==> src/rtl/reg_file_mp.sv <==
// Two-read/one-write register file with registered reads, optional zero register and a bulk-clear sweep.
// Optional macro RF_BYPASS_EN selects write-first same-address reads; default is read-before-write.
module reg_file_mp #(
    parameter int DATA_W   = 32,
    parameter int ADDR_W   = 5,
    parameter int ZERO_REG = 1
) (
    input  logic              clk,
    input  logic              rst,
    input  logic [ADDR_W-1:0] reg1,
    input  logic [ADDR_W-1:0] reg2,
    input  logic [ADDR_W-1:0] writereg,
    input  logic              write,
    input  logic [DATA_W-1:0] data,
    input  logic              clr,
    output logic [DATA_W-1:0] read1,
    output logic [DATA_W-1:0] read2,
    output logic              busy
);

    localparam int DEPTH = 2 ** ADDR_W;
    localparam logic [ADDR_W-1:0] LAST = ADDR_W'(DEPTH - 1);

    typedef enum logic {IDLE, CLEAR} state_t;

    state_t            state, next_state;
    logic [ADDR_W-1:0] ptr, next_ptr;
    logic [DATA_W-1:0] mem [DEPTH];
    logic [DATA_W-1:0] rd1_next, rd2_next;
    logic              wr_en;
    logic              zero1, zero2, zero_w;

    assign zero1  = (ZERO_REG != 0) && (reg1 == '0);
    assign zero2  = (ZERO_REG != 0) && (reg2 == '0);
    assign zero_w = (ZERO_REG != 0) && (writereg == '0);

    // A clear request in IDLE takes priority over a same-edge write.
    assign wr_en = (state == IDLE) && !clr && write && !zero_w;

    always_ff @(posedge clk or posedge rst) begin
        if (rst) begin
            state <= IDLE;
            ptr   <= '0;
            busy  <= 1'b0;
        end else begin
            state <= next_state;
            ptr   <= next_ptr;
            busy  <= (next_state == CLEAR);
        end
    end

    always_comb begin
        next_state = state;
        next_ptr   = ptr;
        case (state)
            IDLE: begin
                if (clr) begin
                    next_state = CLEAR;
                    next_ptr   = '0;
                end
            end
            CLEAR: begin
                if (ptr == LAST) begin
                    next_state = IDLE;
                    next_ptr   = '0;
                end else begin
                    next_ptr = ptr + ADDR_W'(1);
                end
            end
            default: begin
                next_state = IDLE;
                next_ptr   = '0;
            end
        endcase
    end

    always_ff @(posedge clk or posedge rst) begin
        if (rst) begin
            for (int i = 0; i < DEPTH; i++) begin
                mem[i] <= '0;
            end
        end else if (state == CLEAR) begin
            mem[ptr] <= '0;
        end else if (wr_en) begin
            mem[writereg] <= data;
        end
    end

    // Zero-register and in-sweep reads override any bypassed write data.
    always_comb begin
        rd1_next = mem[reg1];
        rd2_next = mem[reg2];
`ifdef RF_BYPASS_EN
        if (wr_en && (writereg == reg1)) rd1_next = data;
        if (wr_en && (writereg == reg2)) rd2_next = data;
`endif
        if ((state == CLEAR) || zero1) rd1_next = '0;
        if ((state == CLEAR) || zero2) rd2_next = '0;
    end

    always_ff @(posedge clk or posedge rst) begin
        if (rst) begin
            read1 <= '0;
            read2 <= '0;
        end else begin
            read1 <= rd1_next;
            read2 <= rd2_next;
        end
    end

endmodule

==> config.mk <==
export PLATFORM = sky130hd
export DESIGN_NAME = reg_file_mp
export DESIGN_NICKNAME = d
export VERILOG_FILES = /design/src/rtl/reg_file_mp.sv
export SDC_FILE = /design/constraint.sdc
export NUM_CORES = 2
export LEC_CHECK = 0
export BUFFER_PORTS_ARGS = -buffer_cell sky130_fd_sc_hd__buf_2
export CELL_PAD_IN_SITES_DETAIL_PLACEMENT = 0
export CELL_PAD_IN_SITES_GLOBAL_PLACEMENT = 1
export CORE_ASPECT_RATIO = 1.1
export CORE_UTILIZATION = 35
export CTS_CLUSTER_SIZE = 24
export DETAILED_ROUTE_END_ITERATION = 16
export GPL_TIMING_DRIVEN = 0
export PLACE_DENSITY = 0.53
export SKIP_CTS_REPAIR_TIMING = 1
export SYNTH_ARGS = -nofsm -noshare
export SYNTH_HDL_FRONTEND = slang
export SYNTH_SLANG_ARGS = --single-unit
==> constraint.sdc <==
create_clock -name clk -period 41.8 [get_ports clk]
set_clock_uncertainty 0.05 [all_clocks]
set_input_delay 4.18 -clock clk [delete_from_list [all_inputs] [get_ports clk]]
set_output_delay 4.18 -clock clk [all_outputs]
set_load 0.05 [all_outputs]
==> summary.md <==
| Metric | Value |
|---|---|
| Run status | `complete, but fails checks` |
| Failing checks | `capacitance limit, slew limit` |
| FILL cells | `14800` |
| Largest fanout on the critical path | `10` |
| Sequential power share | `41.1%` |
| Ports | `116` |
| Yosys reg bits | `1094` |
| Reg clk slew, reported paths | `0.06 ns` |
| Sw power | `967 uW` |
| WP data arrival | `8.75 ns` |
| Slowest cell on crit path | `nor3b_2` |
| Static leakage | `0.0289 uW` |
| Min-Delay Path Class | `reg2reg` |
| Via count | `45800` |
| Post-synthesis sequential area ratio | `49.9%` |
| Drt via density | `6.77` |
| Switching Fraction | `32.5%` |
| Fin. max-slew vios | `72` |
| Final hold viol count | `0` |
| Worst Path Required | `42.45 ns` |
| Synthesized cell area | `54800 sq um` |
| Post-synth top area cell | `dfrtp_1` |
| Slew margin rel. | `-12.8%` |
| Remaining DRCs | `0` |
| DIE HEIGHT | `417 um` |
| Share of cells above drive strength 1 | `16.0%` |
| Min Tclk post-route | `8.10 ns` |
| Hold Slack | `0.456 ns` |
| HPWL Detailed | `213 mm` |
| First-pass DRT Iterations | `7` |
| Area Overhead vs Synth | `14.4%` |
| Mean routed wirelength per cell | `44.3 um` |
| Num CTS Buffers | `133` |
| Mapped Cells | `4332` |
| # clock sinks | `1094` |
| Final net count | `4648` |
| Peak supply drop | `0.0344 mV` |
| CTS tree | `built` |
| Ys async rst share | `100%` |
| Largest net degree at the start of global routing | `121` |
| Placed cell area | `58300 sq um` |
| Total track usage | `37.6%` |
| Number of I/O port buffers | `113` |
| Measured slew at the worst slew-check pin | `1.69 ns` |
| Aggregate routed wire length | `300 mm` |
| Most frequent cells in the layout | `1094 x dfrtp_1, 992 x a22o_1, 616 x mux2i_1` |
| Detailed Route Iter0 Violations | `6458` |
| Antenna Violating Nets Remaining | `0` |
| Clk pwr share | `40.4%` |
| Die Footprint | `158000 sq um` |
| Final Cycle Share | `19.4%` |
| Clock buffer depth | `3` |
| Mapped Nets | `4388` |
| Initial antenna violation count | `21` |
| H-tree depth | `4` |
| Combinational share of power | `18.5%` |
| Starting Density | `35.4%` |
| Yosys Warn Count | `0` |
| Unrepaired setup endpoints after global routing | `false` |
| Setup CP Type | `in2reg` |
| Cell variety after synth | `43` |
| Pint | `2010 uW` |
| Final Cell Area | `62700 sq um` |
| Synth area leaders | `dfrtp_1 50%, a22o_1 16%, mux2i_1 11%` |
| Routability cong. | `0.998` |
| Commonest non-fill, non-tap cell in the layout | `dfrtp_1` |
| First-pass GRT wire length | `401 mm` |
| CP cell instances | `buf_2, nor3_1, nor3b_2, clkbuf_1, a22oi_1, nand4_1` |
| Number of max-cap violations | `12` |
| Clock Latency Late Sink | `0.81 ns` |
| Root buf cell | `clkbuf_16` |
| Die Wd | `379 um` |
| Dominant synthesized flop cell | `dfrtp_1` |
| Highest clock rate | `123 MHz` |
| CORE AREA | `155000 sq um` |
| Synth top area share | `49.9%` |
| Vias in the first global route | `44800` |
| CP peak stage delay | `1.30 ns` |
| Setup violators final | `0` |
| FP Rows | `151` |
| Grt total ovfl | `0` |
| Final setup TNS | `0 ns` |
| Critical Path End Type | `flip-flop` |
| P per Cell Area | `47.4 nW/um^2` |
| Avg Cell Area, Syn | `12.7 sq um` |
| Number of synthesized flops with an enable pin | `0` |
| Startpoint class of the critical path | `input pin` |
## per-layer routing
metal | wire [um] | up-vias | track usage (%)
li1 | - | 17700 | -
met3 | 29500 | 689 | 10.2
met2 | 124000 | 3030 | 52.1
met4 | 23100 | 19 | 25.5
met1 | 123000 | 24300 | 50.8
met5 | 137 | - | 0.186
## cell usage after synthesis, types with 10 or more instances
cell type     n
a21oi_1     110
a22o_1      992
a22oi_1     296
a32oi_1      25
and2_1       46
buf_1        20
buf_2       159
clkbuf_1    333
dfrtp_1    1094
mux2i_1     616
mux4_2      204
nand2_1      95
nand3_1     154
nand4_1      66
nor2_1       14
nor2b_1      10
nor3_2       12
nor3_4       14
## power groups by stage
stage	combinational, uW	sequential [uW]	clock [uW]
finish	552	1220	1200
global route	564	1230	1250
CTS	536	1220	1210
detailed placement	535	1230	0
global placement	528	1240	0
floorplan	294	1230	0
## flip-flops by register name (all words and copies together), names as in the netlist
signal  flops
read1      32
read2      32
state       1
mem      1024
ptr         5
## worst paths after layout
kind	slack (ns)	to	startpoint	depth (start not counted)
setup / recovery	33.70	read1[19]	reg1[4]	6
hold / removal	0.46	mem[1014]	mem[1014]	1
setup reg to reg	36.68	read1[19]	state	5
hold reg to reg	0.46	mem[1014]	mem[1014]	1
max in group asynchronous	36.13	mem[979]	rst	5
min in group asynchronous	3.45	mem[600]	rst	2
## worst max-delay path: cells and delay by family
family	cells	cell delay, ns
buffers and inverters	2	1.20
AND/OR/NAND/NOR	3	2.78
AO/OA/AOI/OAI	1	0.56
## cell type report
type / count / area [sq um] / area share, %
Antenna cell: 8 / 20.0 / 0.0319
Buffer: 517 / 2180 / 3.48
Clock buffer: 192 / 3920 / 6.24
Clock inverter: 42 / 473 / 0.754
Inverter: 8 / 37.5 / 0.0598
Multi-Input combinational cell: 2713 / 25300 / 40.3
Sequential cell: 1094 / 27400 / 43.6
Tap cell: 2065 / 2580 / 4.12
Timing Repair Buffer: 125 / 876 / 1.40
## stage by stage
| step | power (uW) | utilization (%) | setup WS (ns) | std cells |
|---|---|---|---|---|
| after global placement | 1770 | 37.5 | -8.17 | 6510 |
| after CTS | 2960 | 40.5 | 34.23 | 6755 |
| after floorplan | 1530 | - | 6.77 | 4332 |
| after global routing | 3040 | 40.5 | 34.00 | 6758 |
| final | 2980 | 40.5 | 33.70 | 6764 |
| after detailed placement | 1770 | 37.7 | 33.39 | 6521 |
## kinds of logic (layout without fill, tap and decap cells)
logic type	Yosys count	count (layout)	share of synthesized area [%]
AO/OA/AOI/OAI	1439	1439	21.5
XOR/XNOR	2	2	0.0320
adder cells (fa/ha/maj)	5	5	0.114
buffers and inverters	525	884	4.00
flip-flops	1094	1094	49.9
multiplexers	820	820	19.6
other	0	8	0
AND/OR/NAND/NOR	447	447	4.79
Note: power is estimated with default switching activity, not from simulation.
